===== src/rtl/lsq_index_freelist.sv =====
// Circular free-list of LSQ entry indices: commit releases (push), dispatch allocates (pop); preloaded on reset/flush.
// Latency: popped index is registered (1 cycle); PreOut shows the head slot combinationally in the request cycle.
// Backpressure: none; rejected pushes/pops only raise PushErr/PopErr. Build option LSQ_FREELIST_CHKPT_EN adds head checkpoint/recover.
module lsq_index_freelist #(
    parameter int WIDTH     = 4,
    parameter int DEPTH     = 4,
    parameter int INIT_BASE = 0,
    parameter int INIT_STEP = 4,
    parameter int INIT_FULL = 1,
    parameter int AE_THRESH = 1
) (
    input  logic                         Clk,
    input  logic                         Rest,
    input  logic                         Rable,
    output logic [WIDTH-1:0]             Dout,
    output logic                         DoutValid,
    output logic [WIDTH-1:0]             PreOut,
    input  logic                         Wable,
    input  logic [WIDTH-1:0]             Din,
    input  logic                         Clean,
    output logic                         Full,
    output logic                         Empty,
    output logic [$clog2(DEPTH+1)-1:0]   Count,
    output logic                         AlmostEmpty,
    output logic                         PushErr,
    output logic                         PopErr
`ifdef LSQ_FREELIST_CHKPT_EN
    ,
    input  logic                         Chkpt,
    input  logic                         Recover
`endif
);

    localparam int CW = $clog2(DEPTH + 1);
    localparam int PW = $clog2(DEPTH);
    localparam logic [CW-1:0] FULL_CNT = CW'(DEPTH);
    localparam logic [CW-1:0] INIT_CNT = (INIT_FULL != 0) ? CW'(DEPTH) : '0;
    localparam logic [CW-1:0] AE_CNT   = CW'(AE_THRESH);
    localparam logic [PW-1:0] LAST_PTR = PW'(DEPTH - 1);

    logic [WIDTH-1:0] mem [DEPTH];
    logic [PW-1:0]    head;
    logic [PW-1:0]    tail;
    logic [CW-1:0]    count;

    logic             pop_ok;
    logic             push_ok;
    logic             rec;
    logic [CW-1:0]    count_nxt;

    // Preload image: arithmetic sequence truncated to the index width.
    function automatic logic [WIDTH-1:0] preload(input int i);
        return WIDTH'(INIT_BASE + i * INIT_STEP);
    endfunction

    // Explicit wrap so non-power-of-two depths cycle through 0..DEPTH-1 only.
    function automatic logic [PW-1:0] ptr_inc(input logic [PW-1:0] p);
        return (p == LAST_PTR) ? '0 : p + PW'(1);
    endfunction

`ifdef LSQ_FREELIST_CHKPT_EN
    logic [PW-1:0]    snap_head;
    logic [CW-1:0]    snap_count;
    logic [CW-1:0]    snap_pushes;
    logic [CW:0]      rec_sum;
    logic [CW-1:0]    rec_count;

    assign rec = Recover;

    // Restored occupancy: snapshot count plus releases since the snapshot, capped at DEPTH.
    always_comb begin
        rec_sum   = {1'b0, snap_count} + {1'b0, snap_pushes};
        rec_count = (rec_sum > {1'b0, FULL_CNT}) ? FULL_CNT : rec_sum[CW-1:0];
    end
`else
    assign rec = 1'b0;
`endif

    // Acceptance: a push into a full list is allowed only when a pop frees a slot in the same cycle.
    always_comb begin
        pop_ok  = Rable && (count != '0) && !rec;
        push_ok = Wable && ((count != FULL_CNT) || pop_ok) && !rec;
        case ({push_ok, pop_ok})
            2'b10:   count_nxt = count + CW'(1);
            2'b01:   count_nxt = count - CW'(1);
            default: count_nxt = count;
        endcase
    end

    // Main state: reset/flush restore, then recover, then normal push/pop.
    always_ff @(posedge Clk) begin
        if (!Rest || Clean) begin
            for (int i = 0; i < DEPTH; i++) begin
                mem[i] <= preload(i);
            end
            head      <= '0;
            tail      <= '0;
            count     <= INIT_CNT;
            DoutValid <= 1'b0;
            PushErr   <= 1'b0;
            PopErr    <= 1'b0;
            if (!Rest) begin
                Dout <= '0;
            end
        end else if (rec) begin
`ifdef LSQ_FREELIST_CHKPT_EN
            head  <= snap_head;
            count <= rec_count;
`endif
            DoutValid <= 1'b0;
            PushErr   <= 1'b0;
            PopErr    <= 1'b0;
        end else begin
            if (pop_ok) begin
                Dout <= mem[head];
                head <= ptr_inc(head);
            end
            if (push_ok) begin
                mem[tail] <= Din;
                tail      <= ptr_inc(tail);
            end
            count     <= count_nxt;
            DoutValid <= pop_ok;
            PopErr    <= Rable && !pop_ok;
            PushErr   <= Wable && !push_ok;
        end
    end

`ifdef LSQ_FREELIST_CHKPT_EN
    // Snapshot of head/count (pre-pop) and a saturating count of releases since the snapshot.
    always_ff @(posedge Clk) begin
        if (!Rest) begin
            snap_head   <= '0;
            snap_count  <= '0;
            snap_pushes <= '0;
        end else if (!Clean && !rec) begin
            if (Chkpt) begin
                snap_head   <= head;
                snap_count  <= count;
                snap_pushes <= push_ok ? CW'(1) : '0;
            end else if (push_ok && snap_pushes != FULL_CNT) begin
                snap_pushes <= snap_pushes + CW'(1);
            end
        end
    end
`endif

    assign PreOut      = mem[head];
    assign Count       = count;
    assign Full        = (count == FULL_CNT);
    assign Empty       = (count == '0);
    assign AlmostEmpty = (count <= AE_CNT);

endmodule


===== config.mk =====
export PLATFORM = sky130hd
export DESIGN_NAME = lsq_index_freelist
export DESIGN_NICKNAME = d
export VERILOG_FILES = /design/src/rtl/lsq_index_freelist.sv
export SDC_FILE = /design/constraint.sdc
export NUM_CORES = 1
export LEC_CHECK = 0
export CAP_MARGIN = 20
export CORE_MARGIN = 2
export CORE_UTILIZATION = 45
export CTS_BUF_LIST = sky130_fd_sc_hd__clkbuf_8
export CTS_CLUSTER_DIAMETER = 50
export DETAILED_ROUTE_END_ITERATION = 7
export PLACE_DENSITY = 0.71
export SLEW_MARGIN = 20
export SYNTH_ARGS = -nofsm -noshare
export SYNTH_HDL_FRONTEND = slang
export SYNTH_SLANG_ARGS = --single-unit

===== constraint.sdc =====
create_clock -name Clk -period 3.6 [get_ports Clk]
set_input_delay 0.72 -clock Clk [delete_from_list [all_inputs] [get_ports Clk]]
set_output_delay 0.72 -clock Clk [all_outputs]
set_load 0.01 [all_outputs]

==> flow_summary.json, run 1 <==
{
  "r2r-end": "mem[0][3]",
  "cts.sinks": 32,
  "grt_pass1_wl_mm": 5.15,
  "worst_pin_slew_ns": 0.596,
  "finalHoldViolations": 0,
  "drive_gt1_frac": 0.0864,
  "fillers": 283,
  "powerDensity_nw_per_um2": 410,
  "grt_max_degree": 17,
  "cts_resized": 0,
  "synth_edf_count": 20,
  "crit_fanout": 11,
  "die_area_um2": 3950,
  "fin_tns_setup_ns": 0,
  "hold_buffers": 0,
  "hp-class": "reg -> reg",
  "yosys_warnings": 0,
  "numPortBuffers": 25,
  "wl_per_cell_um": 14.0,
  "p_leak_nw": 0.700,
  "status": "completed",
  "yosysSeqAreaShare": 0.539,
  "synthCells": 139,
  "cp_top_family": "buffers and inverters",
  "worst_path_max_delay_cell": "clkdlybuf4s50_1",
  "p_total_uw": 778,
  "synth_flop_cell": "edfxtp_1",
  "path_clk_slew_ns": 0.07,
  "grtUsageTotal": 0.168,
  "drc": 0,
  "setup.worst_path.end_class": "output port",
  "synth_fp_nets": 154,
  "cts-root-buf": "clkbuf_8",
  "rsz0062_at_grt": "false",
  "period_share": 0.768,
  "antenna_found_initial": 0,
  "clk_latency_ns": 0.28,
  "critPathKind": "reg -> out",
  "gp_congestion": 0.846,
  "crit_buf_inv": 3,
  "die_w_um": 62.9,
  "grt.overflow.total": 0,
  "final_nets": 176,
  "critPathLaunchType": "flip-flop",
  "ys_ff_latch": 32,
  "cp_num_cells": 5,
  "fin_skew_ns": 0.00932,
  "pin_count": 26,
  "layout_commonest_cell": "clkdlybuf4s50_1",
  "vias_per_cell": 5.39,
  "worst_ep_required_time_ns": 2.88,
  "ff2ff_path_depth": 5,
  "numCtsBuffers": 5,
  "place_hpwl_mm": 2.13,
  "fmax_ghz": 0.362,
  "fin_crit_ns": 2.76,
  "htree_levels": 2,
  "holdWs_ns": 0.503,
  "crit_chain": "inv_1 > ha_1 > nand2b_2 > inv_1 > clkdlybuf4s50_1",
  "grt_pass1_vias": 1102,
  "synth_area_um2": 1560,
  "report.final.slew_viol_count": 0,
  "start_util": 0.468,
  "ant_nets": 0,
  "drt_iter0_markers": 83,
  "avgSynthCellArea_um2": 11.2,
  "irDropWorstVdd_v": 0.000231,
  "dr.pass1.iters": 4,
  "maxCapViolCount": 0,
  "cts_tree": "built",
  "diodes": 0,
  "mostFrequentLayoutCells": "clkdlybuf4s50_1 (25), edfxtp_1 (20), dfxtp_1 (12)",
  "synth_cell_types": 39,
  "die_h_um": 62.9,
  "synthArstFlopShare": 0,
  "vias": 1122,
  "relSlewSlack": 0.598,
  "rows": 21,
  "slowest_delay_ns": 0.58,
  "r2r_start": "Count[0]",
  "cts_setup_buffers": 0,
  "coreArea_um2": 3340,
  "r2r_slack_ns": 1.20,
  "area_delta_synth_final_pct": 21.7,
  "endpoint": "Empty",
  "crit_top_cell": "inv_1",
  "cts.path.max_buffers": 2,
  "wl_mm": 2.92,
  "critPathArrivalTime_ns": 2.04,
  "crit_start": "Count[1]",
  "finalSetupViolCount": 0
}
final cells by class:
type	count	area (µm²)	area share
Multi-Input combinational cell	88	634	0.334
Clock buffer	5	68.8	0.0362
Inverter	9	33.8	0.0178
Tap cell	46	57.6	0.0303
Timing Repair Buffer	25	250	0.132
Clock inverter	3	13.8	0.00725
Sequential cell	32	841	0.443
synth_stat cells, types with 2 or more instances:
cell type | n | area (µm²)
nand2b_1 | 3 | 18.8
nand4_1 | 2 | 12.5
nand3b_1 | 2 | 15.0
a21oi_1 | 5 | 25.0
nor4_1 | 4 | 25.0
o31ai_1 | 2 | 15.0
dfxtp_1 | 12 | 240
or4_1 | 2 | 15.0
mux4_2 | 4 | 90.1
o21ai_0 | 10 | 50.1
buf_2 | 4 | 20.0
edfxtp_1 | 20 | 601
inv_1 | 9 | 33.8
and2_1 | 6 | 37.5
nand2_1 | 8 | 30.0
nand3_1 | 3 | 15.0
ha_1 | 6 | 75.1
clkbuf_1 | 3 | 11.3
o211ai_1 | 3 | 22.5
nor2_1 | 9 | 33.8
nor3_1 | 4 | 20.0
through the flow:
step                cells  setup slack (ns)  area, µm²   util
floorplan             139              1.54       1560      -
detailed placement    200             0.620       1820  0.544
CTS                   208             0.838       1900  0.569
global placement      200             0.712       1820  0.544
global route          208             0.657       1900  0.569
finish                208             0.835       1900  0.569
sequential cells by signal, summed over array words and instances (netlist names), named ones only:
signal     flops
mem           16
Dout           4
Count          3
head           2
tail           2
DoutValid      1
PopErr         1
PushErr        1
cell families after synthesis:
| logic type | count (synthesis) | share of synthesized area |
|---|---|---|
| buffers and inverters | 19 | 0.0545 |
| AO/OA/AOI/OAI | 25 | 0.100 |
| XOR/XNOR | 1 | 0.00561 |
| multiplexers | 5 | 0.0642 |
| adder cells (fa/ha/maj) | 6 | 0.0481 |
| flip-flops | 32 | 0.539 |
| AND/OR/NAND/NOR | 51 | 0.188 |
worst min path at each step:
stage | slack, ns | start | to | cells after the start
after CTS | 0.50 | head[1] | flip-flop | 2
final | 0.50 | head[1] | flip-flop | 2
after global placement | 0.49 | head[1] | head[1] | 2
after detailed placement | 0.49 | head[1] | head[1] | 2
after global routing | 0.55 | head[1] | flip-flop | 2
after floorplan | 0.47 | head[1] | flip-flop | 2
power breakdown:
group / internal [mW] / switching (mW)
logic: 0.0519 / 0.0529
clock network: 0.131 / 0.127
registers: 0.405 / 0.0100
total: 0.588 / 0.190
metal layers:
metal / vias to the layer above / share of wire / GRT usage
li1: 556 / - / -
met2: 36 / 0.50 / 0.286
met3: 6 / 0.048 / 0.0559
met5: - / 0 / 0
met4: 0 / 0.011 / 0.0583
met1: 524 / 0.44 / 0.198
worst min-delay path, stage by stage, from the launching register on:
cell	delay, ns
dfxtp_1	0.31
o21ai_0	0.07
a21oi_1	0.08
Power figures use the tool's default switching activity.
==> run 2, diff against run 1 <==
Settings changed: PLACE_DENSITY 0.71 to 0.74.
Clock period 3.6 ns to 2.5 ns, I/O delays scaled along.
==> run 2 against run 1 <==
Effect of this change: final cell count rose by 4.3%; global-route usage is 0.49 points lower; setup slack lost 0.73 ns.
==> flow_summary.json, run 2 (synthesized netlist as in run 1, its figures left out) <==
{
  "r2r-end": "mem[1][2]",
  "die_w_um": 62.9,
  "vias": 1156,
  "dr.pass1.iters": 4,
  "die_area_um2": 3950,
  "antenna_found_initial": 0,
  "cts-root-buf": "clkbuf_8",
  "grt_pass1_vias": 1084,
  "status": "completed",
  "r2r_start": "Count[0]",
  "rsz0062_at_grt": "false",
  "drc": 0,
  "report.final.slew_viol_count": 0,
  "placed_cells": 209,
  "final_nets": 185,
  "wl_per_cell_um": 13.8,
  "ant_nets": 0,
  "worst_pin_slew_ns": 0.559,
  "clk_latency_ns": 0.29,
  "hp-class": "reg -> reg",
  "worst_path_max_delay_cell": "clkdlybuf4s50_1",
  "largest_register_ffs": 16,
  "powerDensity_nw_per_um2": 592,
  "grtUsageTotal": 0.163,
  "use_met1": 0.207,
  "vias_per_cell": 5.33,
  "relSlewSlack": 0.624,
  "setup.worst_path.end_class": "output port",
  "coreArea_um2": 3340,
  "numPortBuffers": 25,
  "path_clk_slew_ns": 0.07,
  "cts_tree": "built",
  "pin_count": 26,
  "grt_pass1_wl_mm": 4.96,
  "p_leak_nw": 0.746,
  "worst_ep_required_time_ns": 2.00,
  "drt_iter0_markers": 78,
  "finalHoldViolations": 0,
  "cts.path.max_buffers": 2,
  "maxCapViolCount": 0,
  "fmax_ghz": 0.418,
  "irDropWorstVdd_v": 0.000299,
  "cts.sinks": 32,
  "gp_congestion": 0.770,
  "switching_share": 0.242,
  "met2_usage": 0.261,
  "place_hpwl_mm": 2.21,
  "grt.overflow.total": 0,
  "fin_cells": 217,
  "grt_use_met3": 0.0468,
  "hp-start": "head[1]",
  "htree_levels": 2,
  "top_usage_layer": "met2",
  "switching_power_uw": 284,
  "fin_skew_ns": 0.0108,
  "critPathKind": "reg -> out",
  "critPathLaunchType": "flip-flop",
  "finalSetupViolCount": 0,
  "internal_power_uw": 888,
  "min_to": "head[1]",
  "clkPwrFrac": 0.351,
  "diodes": 0,
  "drive_gt1_frac": 0.146,
  "crit_top_cell": "inv_1",
  "crit_fanout": 11,
  "crit_chain": "inv_1 > ha_2 > nand2b_2 > inv_1 > clkdlybuf4s50_1",
  "grt_max_degree": 16,
  "period_share": 0.957,
  "slowest_delay_ns": 0.56,
  "area_delta_synth_final_pct": 26.9,
  "mostFrequentLayoutCells": "clkdlybuf4s50_1 (25), edfxtp_1 (20), dfxtp_1 (12)",
  "wl_mm": 2.99,
  "rows": 21,
  "critPathArrivalTime_ns": 1.89,
  "p_comb_frac": 0.139,
  "regMostFlops": "mem",
  "worstHoldPathCells": 2,
  "fin_tns_setup_ns": 0,
  "layout_commonest_cell": "clkdlybuf4s50_1",
  "p_seq_frac": 0.510,
  "fin_crit_ns": 2.39,
  "r2r_slack_ns": 0.59,
  "start_util": 0.468,
  "crit_start": "Count[1]",
  "die_h_um": 62.9,
  "hold_buffers": 0,
  "numCtsBuffers": 5,
  "ff2ff_path_depth": 5
}
run 2: what timing repair did:
item                       CTS  global route
setup endpoints to repair    0             1
buffers inserted             0             0
gates resized for setup      0             1
run 2: layout make-up:
cell class / instances / area, µm²
Tap cell: 46 / 57.6
Inverter: 9 / 33.8
Sequential cell: 32 / 841
Multi-Input combinational cell: 88 / 637
Timing Repair Buffer: 34 / 318
Fill cell: 282 / 1360
Clock inverter: 2 / 10.0
Clock buffer: 6 / 82.6
run 2: worst max-delay path by stage:
stage                            to  slack [ns]  cells past startpoint
after floorplan           mem[2][0]        0.44                      7
after global routing          Empty        0.03                      5
final                         Empty        0.11                      5
after global placement    mem[1][2]        0.39                      4
after detailed placement      Empty        0.34                      5
after CTS                     Empty        0.02                      5
run 2: per-layer routing:
metal	wire length, µm	vias to the layer above
met5	0	-
met4	50	0
met3	153	7
met2	1440	31
met1	1340	545
li1	-	573
run 2: power groups by stage:
| stage | Clock (mW) | Sequential, mW | Combinational (mW) |
|---|---|---|---|
| floorplan | 0 | 0.607 | 0.0900 |
| global placement | 0 | 0.608 | 0.158 |
| detailed placement | 0 | 0.609 | 0.162 |
| CTS | 0.415 | 0.598 | 0.163 |
| global route | 0.435 | 0.600 | 0.180 |
| finish | 0.411 | 0.597 | 0.163 |
run 2: worst max-delay path: cells and delay by family (launching register included):
kind / cells / cell delay, ns
and+or+nand+nor: 1 / 0.11
adders and majority gates: 1 / 0.32
DFF: 1 / 0.34
buffers and inverters: 3 / 0.84
run 2: stage by stage:
stage          utilization  setup slack (ns)  hold WS [ns]  power, mW  instance area (µm²)
2_1_floorplan            -             0.436         0.466      0.697                 1560
3_3_place_gp         0.565             0.390         0.493      0.766                 1880
3_5_place_dp         0.565             0.338         0.494      0.771                 1880
4_1_cts              0.592            0.0194         0.507       1.18                 1980
5_1_grt              0.593            0.0260         0.555       1.21                 1980
6_report             0.593             0.108         0.507       1.17                 1980
==> run 3, diff against run 2 <==
Clock period 2.5 ns to 2.1 ns, I/O delays scaled along.
==> run 3 against run 2 <==
Effect of this change: routed wire length up 5.6%; sequential share of layout area shrank 1.1 points; non-clock buffer count rose by 5; global-route usage increased by 1.4 points; design area rose by 3.2%; first-iteration DRC count decreased by 44%; combinational power rose by 26%; clock-buffer cell count down 1; critical endpoint is now AlmostEmpty; die area stayed put; core utilization is 1.9 points higher.
==> flow_summary.json, run 3 (synthesized netlist as in run 1, its figures left out) <==
{
  "critPathKind": "reg -> out",
  "drive_gt1_frac": 0.182,
  "drc": 0,
  "area_delta_synth_final_pct": 31.0,
  "crit_fanout": 5,
  "cts_setup_buffers": 0,
  "coreArea_um2": 3340,
  "htree_levels": 2,
  "powerDensity_nw_per_um2": 725,
  "critPathLaunchType": "flip-flop",
  "pin_count": 26,
  "grt.overflow.total": 0,
  "numCtsBuffers": 5,
  "worst_ep_required_time_ns": 1.68,
  "fin_area_um2": 2040,
  "finalHoldViolations": 0,
  "grt_max_degree": 16,
  "p_total_mw": 1.48,
  "crit_chain": "inv_2 > ha_1 > a21oi_1 > nor2_1 > clkdlybuf4s50_1",
  "grt_pass1_vias": 1180,
  "hp-class": "reg -> reg",
  "fin_tns_setup_ns": 0,
  "grt_pass1_wl_mm": 5.41,
  "grtUsageTotal": 0.177,
  "p_leak_nw": 0.804,
  "setup.worst_path.end_class": "output port",
  "wl_mm": 3.16,
  "fin_crit_ns": 2.01,
  "relSlewSlack": 0.737,
  "preCtsSetupSlack_ns": 0.0291,
  "critPathArrivalTime_ns": 1.59,
  "worst_path_max_delay_cell": "clkdlybuf4s50_1",
  "placed_cell_area_um2": 1920,
  "gp_congestion": 0.882,
  "vias_per_cell": 5.47,
  "finalSetupViolCount": 0,
  "start_util": 0.468,
  "clk_latency_ns": 0.28,
  "holdWs_ns": 0.517,
  "status": "completed",
  "numPortBuffers": 25,
  "wl_per_cell_um": 14.2,
  "ff2ff_path_depth": 5,
  "finalWorstSetupSlack_ns": 0.0923,
  "worstHoldPathCells": 2,
  "ant_nets": 0,
  "cts.path.max_buffers": 2,
  "dr.pass1.iters": 4,
  "slowest_delay_ns": 0.49,
  "cts.sinks": 32,
  "path_clk_slew_ns": 0.07,
  "die_w_um": 62.9,
  "final_nets": 190,
  "regMostFlops": "mem",
  "place_hpwl_mm": 2.31,
  "vias": 1214,
  "drt_iter0_markers": 44,
  "fin_skew_ns": 0.00345,
  "die_h_um": 62.9,
  "cts_tree": "built",
  "fmax_ghz": 0.498,
  "cts-root-buf": "clkbuf_8",
  "rsz0062_at_grt": "false",
  "irDropWorstVdd_v": 0.000311,
  "maxCapViolCount": 0,
  "diodes": 0,
  "report.final.slew_viol_count": 0,
  "mostFrequentLayoutCells": "edfxtp_1 (20), clkdlybuf4s50_1 (20), buf_4 (14)",
  "antenna_found_initial": 0,
  "die_area_um2": 3950,
  "hold_buffers": 0,
  "period_share": 0.956,
  "rows": 21,
  "largest_register_ffs": 16,
  "worst_pin_slew_ns": 0.394
}
run 3: changes by cell type in the layout (fill, tap and decap cells not counted), sizes merged:
cell,before,now
clkbuf,6,5
buf,9,14
clkdlybuf4s50,25,20
dlymetal6s2s,0,1
bufinv,0,1
dlygate4sd2,0,4
run 3: worst max-delay path: cells and delay by family, from the launching register on:
kind	cells	cell delay, ns
flip-flops	1	0.36
adder cells (fa/ha/maj)	1	0.19
AO/OA/AOI/OAI	1	0.13
AND/OR/NAND/NOR	1	0.06
buffers and inverters	2	0.57
run 3: metrics by stage:
stage / cells / util
after floorplan: 139 / -
after global placement: 214 / 0.576
after detailed placement: 214 / 0.576
after CTS: 222 / 0.608
after global routing: 222 / 0.612
final: 222 / 0.612
run 3: path summary, 6_finish.rpt:
path	from	endpoint	slack, ns
max	Count[1]	AlmostEmpty	0.09
min	head[1]	head[1]	0.52
max reg2reg	Count[0]	mem[1][2]	0.33
min reg2reg	head[1]	head[1]	0.52
run 3: repair_timing:
item | in CTS | in global routing
endpoints found under the hold margin | 0 | 0
gates resized for setup | 8 | 4
endpoints found under the setup margin | 6 | 3
run 3: final cells by class:
cell class	instances	area [µm²]
clock inverter	3	37.5
inverter	9	33.8
fill	278	1290
tap	46	57.6
timing repair buffer	39	353
clock buffer	5	68.8
sequential	32	846
multi-input combinational	88	647
run 3: power breakdown:
| group | total (mW) | switching (mW) | internal (mW) |
|---|---|---|---|
| Sequential | 0.711 | 0.0168 | 0.694 |
| Combinational | 0.206 | 0.0977 | 0.108 |
| Clock | 0.564 | 0.219 | 0.345 |
run 3: layer usage:
metal | global-route usage | wire [µm] | vias to the layer above
li1 | - | - | 578
met1 | 0.215 | 1410 | 594
met2 | 0.290 | 1530 | 31
met3 | 0.0414 | 131 | 11
met4 | 0.0972 | 80 | 0
met5 | 0 | 0 | -
